File: src/rtl/countdown_sprite_animator_if.sv
// Video, ROM and control signals shared between the countdown sprite animator
// and the surrounding VGA pipeline.
interface countdown_sprite_animator_if #(
  parameter int ADDR_W  = 15,
  parameter int IDX_W   = 2,
  parameter int FRAME_W = 2
);
  logic [9:0]         DrawX;
  logic [9:0]         DrawY;
  logic               blank;
  logic               frame_start;
  logic               start;
  logic [9:0]         pos_x;
  logic [9:0]         pos_y;
  logic [3:0]         bg_red;
  logic [3:0]         bg_green;
  logic [3:0]         bg_blue;
  logic [ADDR_W-1:0]  rom_address;
  logic [IDX_W-1:0]   rom_q;
  logic [3:0]         pal_red;
  logic [3:0]         pal_green;
  logic [3:0]         pal_blue;
  logic [3:0]         red;
  logic [3:0]         green;
  logic [3:0]         blue;
  logic               active;
  logic [FRAME_W-1:0] frame_idx;
  logic               done;

  modport master (
    output DrawX, DrawY, blank, frame_start, start, pos_x, pos_y,
    output bg_red, bg_green, bg_blue, rom_q, pal_red, pal_green, pal_blue,
    input  rom_address, red, green, blue, active, frame_idx, done
  );

  modport slave (
    input  DrawX, DrawY, blank, frame_start, start, pos_x, pos_y,
    input  bg_red, bg_green, bg_blue, rom_q, pal_red, pal_green, pal_blue,
    output rom_address, red, green, blue, active, frame_idx, done
  );
endinterface

File: src/rtl/countdown_sprite_animator.sv
// Multi-frame scaled sprite overlay with colour-key transparency; a small FSM
// steps frames on video-frame boundaries and pulses done after the last one.
module countdown_sprite_animator #(
  parameter int SPR_W      = 100,
  parameter int SPR_H      = 50,
  parameter int FRAMES     = 4,
  parameter int SCALE_LOG2 = 1,
  parameter int HOLD       = 60,
  parameter int IDX_W      = 2,
  parameter int KEY_IDX    = 0,
  parameter int ADDR_W     = 15
) (
  input  logic                          vga_clk,
  input  logic                          reset,
  countdown_sprite_animator_if.slave    bus
);
  localparam int FRAME_W  = (FRAMES > 1) ? $clog2(FRAMES) : 1;
  localparam int HOLD_W   = (HOLD > 1) ? $clog2(HOLD) : 1;
  localparam int WIN_W    = SPR_W << SCALE_LOG2;
  localparam int WIN_H    = SPR_H << SCALE_LOG2;
  localparam int FRAME_SZ = SPR_W * SPR_H;

  typedef enum logic [1:0] {S_IDLE, S_PLAY, S_DONE} state_t;

  state_t             state_q, state_d;
  logic [FRAME_W-1:0] frame_q, frame_d;
  logic [HOLD_W-1:0]  hold_q, hold_d;
  logic               done_q, done_d;
  logic               active_q, active_d;

  function automatic logic [11:0] pick_pixel(input logic bl, input logic ov,
                                             input logic [11:0] pal,
                                             input logic [11:0] bg);
    if (!bl) return 12'd0;
    return ov ? pal : bg;
  endfunction

  always_ff @(posedge vga_clk) begin
    if (reset) begin
      state_q  <= S_IDLE;
      frame_q  <= '0;
      hold_q   <= '0;
      done_q   <= 1'b0;
      active_q <= 1'b0;
    end else begin
      state_q  <= state_d;
      frame_q  <= frame_d;
      hold_q   <= hold_d;
      done_q   <= done_d;
      active_q <= active_d;
    end
  end

  // start has priority over frame_start so a restart never also counts a hold tick
  always_comb begin
    state_d = state_q;
    frame_d = frame_q;
    hold_d  = hold_q;
    done_d  = 1'b0;
    if (bus.start) begin
      state_d = S_PLAY;
      frame_d = '0;
      hold_d  = '0;
    end else if (state_q == S_PLAY && bus.frame_start) begin
      if (hold_q == HOLD_W'(HOLD - 1)) begin
        hold_d = '0;
        if (frame_q == FRAME_W'(FRAMES - 1)) begin
          state_d = S_DONE;
          done_d  = 1'b1;
        end else begin
          frame_d = frame_q + 1'b1;
        end
      end else begin
        hold_d = hold_q + 1'b1;
      end
    end
    active_d = (state_d == S_PLAY);
  end

  logic [10:0]       dx, dy;
  logic              win;
  logic [ADDR_W-1:0] addr_d;

  assign dx     = {1'b0, bus.DrawX} - {1'b0, bus.pos_x};
  assign dy     = {1'b0, bus.DrawY} - {1'b0, bus.pos_y};
  assign win    = (dx < 11'(WIN_W)) && (dy < 11'(WIN_H));
  assign addr_d = ADDR_W'(FRAME_SZ * int'(frame_q) + SPR_W * int'(dy >> SCALE_LOG2)
                          + int'(dx >> SCALE_LOG2));

  logic [ADDR_W-1:0] rom_address_q;
  logic              win_p0_q, act_p0_q, blank_p0_q;
  logic [11:0]       bg_p0_q;
  logic              win_p1_q, act_p1_q, blank_p1_q;
  logic [11:0]       bg_p1_q;
  logic [11:0]       rgb_q;
  logic              overlay;

  // Stage 1: address and window flag registered alongside blank/bg/active
  always_ff @(posedge vga_clk) begin
    if (reset) begin
      rom_address_q <= '0;
      win_p0_q      <= 1'b0;
      act_p0_q      <= 1'b0;
      blank_p0_q    <= 1'b0;
      bg_p0_q       <= '0;
    end else begin
      rom_address_q <= addr_d;
      win_p0_q      <= win;
      act_p0_q      <= active_q;
      blank_p0_q    <= bus.blank;
      bg_p0_q       <= {bus.bg_red, bus.bg_green, bus.bg_blue};
    end
  end

  // Stage 2: ROM read in flight; control follows one more stage
  always_ff @(posedge vga_clk) begin
    if (reset) begin
      win_p1_q   <= 1'b0;
      act_p1_q   <= 1'b0;
      blank_p1_q <= 1'b0;
      bg_p1_q    <= '0;
    end else begin
      win_p1_q   <= win_p0_q;
      act_p1_q   <= act_p0_q;
      blank_p1_q <= blank_p0_q;
      bg_p1_q    <= bg_p0_q;
    end
  end

  assign overlay = win_p1_q && act_p1_q && (bus.rom_q != IDX_W'(KEY_IDX));

  // Stage 3: final pixel
  always_ff @(posedge vga_clk) begin
    if (reset) begin
      rgb_q <= '0;
    end else begin
      rgb_q <= pick_pixel(blank_p1_q, overlay,
                          {bus.pal_red, bus.pal_green, bus.pal_blue}, bg_p1_q);
    end
  end

  assign bus.rom_address = rom_address_q;
  assign bus.red         = rgb_q[11:8];
  assign bus.green       = rgb_q[7:4];
  assign bus.blue        = rgb_q[3:0];
  assign bus.active      = active_q;
  assign bus.frame_idx   = frame_q;
  assign bus.done        = done_q;
endmodule

File: src/flat_wrapper.sv
// flat-port wrapper written by rule: the top's interface ports become plain ports
module countdown_sprite_animator_flat 
#(
  parameter int SPR_W      = 100,
  parameter int SPR_H      = 50,
  parameter int FRAMES     = 4,
  parameter int SCALE_LOG2 = 1,
  parameter int HOLD       = 60,
  parameter int IDX_W      = 2,
  parameter int KEY_IDX    = 0,
  parameter int ADDR_W     = 15
)
  (vga_clk, reset, bus_DrawX, bus_DrawY, bus_blank, bus_frame_start, bus_start, bus_pos_x, bus_pos_y, bus_bg_red, bus_bg_green, bus_bg_blue, bus_rom_q, bus_pal_red, bus_pal_green, bus_pal_blue, bus_rom_address, bus_red, bus_green, bus_blue, bus_active, bus_frame_idx, bus_done);
  countdown_sprite_animator_if #(.ADDR_W(ADDR_W), .IDX_W(IDX_W), .FRAME_W((2))) bus_i ();
  input  logic vga_clk;
  input  logic reset;
  input wire logic [$bits(bus_i.DrawX)-1:0] bus_DrawX;
  input wire logic [$bits(bus_i.DrawY)-1:0] bus_DrawY;
  input wire logic [$bits(bus_i.blank)-1:0] bus_blank;
  input wire logic [$bits(bus_i.frame_start)-1:0] bus_frame_start;
  input wire logic [$bits(bus_i.start)-1:0] bus_start;
  input wire logic [$bits(bus_i.pos_x)-1:0] bus_pos_x;
  input wire logic [$bits(bus_i.pos_y)-1:0] bus_pos_y;
  input wire logic [$bits(bus_i.bg_red)-1:0] bus_bg_red;
  input wire logic [$bits(bus_i.bg_green)-1:0] bus_bg_green;
  input wire logic [$bits(bus_i.bg_blue)-1:0] bus_bg_blue;
  input wire logic [$bits(bus_i.rom_q)-1:0] bus_rom_q;
  input wire logic [$bits(bus_i.pal_red)-1:0] bus_pal_red;
  input wire logic [$bits(bus_i.pal_green)-1:0] bus_pal_green;
  input wire logic [$bits(bus_i.pal_blue)-1:0] bus_pal_blue;
  output wire logic [$bits(bus_i.rom_address)-1:0] bus_rom_address;
  output wire logic [$bits(bus_i.red)-1:0] bus_red;
  output wire logic [$bits(bus_i.green)-1:0] bus_green;
  output wire logic [$bits(bus_i.blue)-1:0] bus_blue;
  output wire logic [$bits(bus_i.active)-1:0] bus_active;
  output wire logic [$bits(bus_i.frame_idx)-1:0] bus_frame_idx;
  output wire logic [$bits(bus_i.done)-1:0] bus_done;
  assign bus_i.DrawX = bus_DrawX;
  assign bus_i.DrawY = bus_DrawY;
  assign bus_i.blank = bus_blank;
  assign bus_i.frame_start = bus_frame_start;
  assign bus_i.start = bus_start;
  assign bus_i.pos_x = bus_pos_x;
  assign bus_i.pos_y = bus_pos_y;
  assign bus_i.bg_red = bus_bg_red;
  assign bus_i.bg_green = bus_bg_green;
  assign bus_i.bg_blue = bus_bg_blue;
  assign bus_i.rom_q = bus_rom_q;
  assign bus_i.pal_red = bus_pal_red;
  assign bus_i.pal_green = bus_pal_green;
  assign bus_i.pal_blue = bus_pal_blue;
  assign bus_rom_address = bus_i.rom_address;
  assign bus_red = bus_i.red;
  assign bus_green = bus_i.green;
  assign bus_blue = bus_i.blue;
  assign bus_active = bus_i.active;
  assign bus_frame_idx = bus_i.frame_idx;
  assign bus_done = bus_i.done;
  countdown_sprite_animator #(.SPR_W(SPR_W), .SPR_H(SPR_H), .FRAMES(FRAMES), .SCALE_LOG2(SCALE_LOG2), .HOLD(HOLD), .IDX_W(IDX_W), .KEY_IDX(KEY_IDX), .ADDR_W(ADDR_W)) u_core (.vga_clk(vga_clk), .reset(reset), .bus(bus_i));
endmodule
File: config.mk
export PLATFORM = sky130hd
export DESIGN_NAME = countdown_sprite_animator_flat
export DESIGN_NICKNAME = d
export VERILOG_FILES = /design/src/rtl/countdown_sprite_animator_if.sv /design/src/rtl/countdown_sprite_animator.sv /design/src/flat_wrapper.sv
export SDC_FILE = /design/constraint.sdc
export NUM_CORES = 1
export LEC_CHECK = 0
export CORE_MARGIN = 10
export CORE_UTILIZATION = 55
export CTS_CLUSTER_SIZE = 20
export DETAILED_ROUTE_END_ITERATION = 6
export PLACE_DENSITY_LB_ADDON = 0.15
export SYNTH_ARGS = -nofsm -noshare
export SYNTH_HDL_FRONTEND = slang
export SYNTH_SLANG_ARGS = --single-unit
File: constraint.sdc
create_clock -name vga_clk -period 13.27 [get_ports vga_clk]
set_input_delay 2.654 -clock vga_clk [delete_from_list [all_inputs] [get_ports vga_clk]]
set_output_delay 2.654 -clock vga_clk [all_outputs]
set_load 0.05 [all_outputs]
==> results.md <==
* Status: finished, final reports clean
* RSZ-0062 raised after global routing: false
* Die span in x at between 100 and 150 um
* Cell depth of the worst flop-to-flop path at 10
* Pwr/cell area at 219.6 nW/um^2
* Diode count at 0
* Total GRT Usage at 15.87%
* Static leakage at 2.660 nW
* Minimum clock period at 8106 ps
* Worst reg2reg setup slack at ~10000 ps
* Synth Warn # at 0
* Post-CTS repair timing setup buffer count at 0
* Crit path buffers/inverters at 6
* Final Max Tran Viols at 0
* Clock slew at reported path FFs at roughly 70 ps
* CP arrival at a little over 8000 ps
* Gate power share at between 60 and 70%
* Initial drt markers at 55
* Period utilization at about three fifths
* Hold Path End: u_core.win_p1_q$_SDFF_PP0_
* Worst r2r dst: u_core.bus.rom_address[14]$_SDFF_PP0_
* CTS buffer count at 9
* I/O pin count at about 100
* Fin nets at ~760
* CP Launch Type: input port
* Worst Max-Slew Pin Slew at 831.2 ps
* Total power at roughly 0.0013 W
* Vias per cell at roughly 5.0
* Ys async rst share at 0%
* Worst Skew at between 8 and 9 ps
* Hold Path Origin: u_core.win_p0_q$_SDFF_PP0_
* WL/cell at roughly 13 um
* Initial antenna violation count at 0
* Vias post-DR at 3594
* Switch share at 45.38%
* Share of layout cells above drive strength 1 at 4.269%
* Vias in the first global route at roughly 3700
* Layout Cells excl Fill at approximately 710
* CTS root buffer: clkbuf_8
* Final Instance Area at 5822 um^2
* Post-synthesis cell type count at between 40 and 50
* Global-route wire length before repair at around 17000 um
* Routed Antenna Nets at 0
* Syn Inst Count at 500
* Clock Latency Late Sink at 330 ps
* Max Cap Viol at 0
* Core Box Area at 8134 um^2
* Synth Net Count at approximately 660
* DRC at 0
* Post-Route WL at around 9600 um
* Setup crit end kind: flip-flop
* Crit path cell chain: clkdlybuf4s50_1 -> inv_1 -> ha_1 -> a2111oi_0 -> o31ai_1 -> xor2_1 -> ha_1 -> ha_1 -> inv_1 -> fa_1 -> inv_1 -> ha_1 -> inv_1 -> xnor2_1 -> fa_1 -> inv_1 -> ha_1 -> or4_1 -> o22ai_1 -> o21ai_0 -> xnor2_1 -> nor2_1
* CTS tree: done
* Peak supply drop at roughly 0.00012 V
* Reg power frac at a little under a fifth
* WHS Path Cells at 1
* Post-synth EDFFs at 0
* Req. time, crit path at about 13000 ps
* Area after DPL at approximately 5600 um^2
* H-tree levels at 3
* Inst Count DP at roughly 700
* CP top delay family: adder cells
* Critical-path top delay cell: a2111oi_0
* GPL Wtd Cong at 0.8152
* Post-Syn Area per Cell at around 9.1 um^2
* Area Overhead vs Synth at 28.43%
* Setup violators final at 0
* Post-cts resize count at 0
* Die Y at 110.8 um
* Sequential fraction of the synthesis area at a little under a third
* Ys flop type: dfxtp_1
* Total grt overflow at 0
* Die area at ~12000 um^2
* Critical path's largest stage delay at roughly 630 ps
* Fillers at approximately 640
* Hold Vio Cnt, Final at 0
* Multi-input gate area at roughly 2900 um^2
* Port bufs at between 100 and 150
* Worst r2r src: u_core.bus.frame_idx[0]$_SDFFE_PP0P_
* Psw at roughly 0.00058 W
* Maximum clock path buffer count at 2
* Clock power frac at a little under an eighth
* Cell area after synthesis at 4533 um^2
* Dpl hpwl at approximately 8000 um
* Fmax achieved at around 120 MHz
* Final TNS setup at 0 ps
* Largest net degree at the start of global routing at 52
* HP Class: reg2reg
* Clock net sink count at between 60 and 70
* DRT Pass-1 Iters at 6
* Slew headroom at approximately 45%
* FF+latch area at around 1400 um^2
* Int Power at roughly 0.0007 W
* Seq cells post-synth at roughly 70
* Max FO, Critical Path at 4
* Initial Util at between 50% and 60%
* Hold-fix buffers, CTS at 0
* # rows at 33
* Critical Setup Path Class: in2reg
==> layout by cell type, fill, tap and decap left out, types with 11 or more instances in the layout <==
cell | netlist | layout
clkdlybuf4s50_1 | 0 | 100
ha_1 | 74 | 74
dfxtp_1 | 69 | 69
inv_1 | 59 | 59
nor2_1 | 49 | 49
nor2b_1 | 39 | 39
xnor2_1 | 22 | 22
nand2_1 | 21 | 21
o21ai_0 | 21 | 21
a21oi_1 | 20 | 20
xor2_1 | 17 | 17
nor3_1 | 16 | 16
mux2i_1 | 14 | 14
fa_1 | 13 | 13
clkbuf_8 | 0 | 11
==> synth_stat cells, types with 2 or more instances <==
cell / n / area, um^2
a211oi_1: 4 / 30.03
a21o_1: 4 / 30.03
a21oi_1: 20 / 100.1
a31oi_1: 2 / 12.51
and2_1: 2 / 12.51
clkbuf_1: 8 / 30.03
dfxtp_1: 69 / 1381
fa_1: 13 / 260.3
ha_1: 74 / 925.9
inv_1: 59 / 221.5
mux2i_1: 14 / 140.1
nand2_1: 21 / 78.83
nand2b_1: 3 / 18.77
nand3_1: 6 / 30.03
nor2_1: 49 / 183.9
nor2b_1: 39 / 244.0
nor3_1: 16 / 80.08
o211ai_1: 3 / 22.52
o21a_1: 5 / 37.54
o21ai_0: 21 / 105.1
o21bai_1: 2 / 15.01
or2_2: 2 / 12.51
xnor2_1: 22 / 192.7
xor2_1: 17 / 148.9
==> per-layer routing <==
| layer | vias up | part of all wire (%) | track usage (%) |
|---|---|---|---|
| met4 | 0 | 0.89 | 4.861 |
| met1 | 1633 | 46 | 18.97 |
| li1 | 1870 | - | - |
| met3 | 7 | 4.1 | 3.626 |
| met5 | - | 0 | 0 |
| met2 | 84 | 49 | 27.44 |
==> logic make-up (layout without fill, tap and decap cells) <==
kind of cell / after synthesis / count (layout) / synth area share (%)
XOR/XNOR: 39 / 39 / 7.535
adder cells (fa/ha/maj): 87 / 87 / 26.17
AND/OR/NAND/NOR: 148 / 148 / 16.75
AO/OA/AOI/OAI: 75 / 75 / 10.32
buffers and inverters: 68 / 177 / 5.658
multiplexers: 14 / 14 / 3.091
flip-flops: 69 / 69 / 30.47
==> sequential cells by signal (all words and copies together), names as in the netlist <==
| signal | count |
|---|---|
| u_core.blank_p0_q | 1 |
| u_core.bus.rom_address | 15 |
| u_core.bus.done | 1 |
| u_core.bg_p1_q | 12 |
| u_core.win_p0_q | 1 |
| u_core.bg_p0_q | 12 |
| u_core.act_p0_q | 1 |
| u_core.state_q | 2 |
| u_core.bus.frame_idx | 2 |
| u_core.hold_q | 6 |
| u_core.bus.active | 1 |
| u_core.blank_p1_q | 1 |
| u_core.rgb_q | 12 |
| u_core.act_p1_q | 1 |
| u_core.win_p1_q | 1 |
==> how the worst max path moves through the flow <==
stage	start	endpoint	cells after the start
floorplan	bus_pos_y[1]	u_core.bus.rom_address[14]$_SDFF_PP0_	21
global placement	bus_pos_y[1]	u_core.bus.rom_address[14]$_SDFF_PP0_	22
detailed placement	bus_pos_y[1]	u_core.bus.rom_address[14]$_SDFF_PP0_	22
CTS	bus_pos_y[1]	u_core.bus.rom_address[14]$_SDFF_PP0_	22
global route	bus_pos_y[1]	u_core.bus.rom_address[13]$_SDFF_PP0_	23
finish	bus_pos_y[1]	u_core.bus.rom_address[14]$_SDFF_PP0_	22
==> final cells by class <==
type,count,area share [%]
Multi-Input combinational cell,363,49.73
Sequential cell,69,23.73
Timing Repair Buffer,102,17.41
Inverter,59,3.804
Clock buffer,13,2.729
Tap cell,105,2.257
Clock inverter,3,0.3439
==> per-stage QoR <==
stage	hold slack (ps)	setup WS, ps	utilization (%)
finish	430.5	5164	71.57
global route	453.0	4791	71.57
CTS	434.1	5216	71.57
detailed placement	423.3	4859	69.37
global placement	417.3	4980	69.37
floorplan	413.8	5931	-
==> power by group through the flow <==
stage	Clock (W)	Combinational, W	Sequential, W
floorplan	0	0.000624	0.000304
global placement	0	0.000840	0.000244
detailed placement	0	0.000876	0.000244
CTS	0.000154	0.000892	0.000240
global route	0.000163	0.00100	0.000241
finish	0.000149	0.000890	0.000239
(Power assumes the default switching activity.)
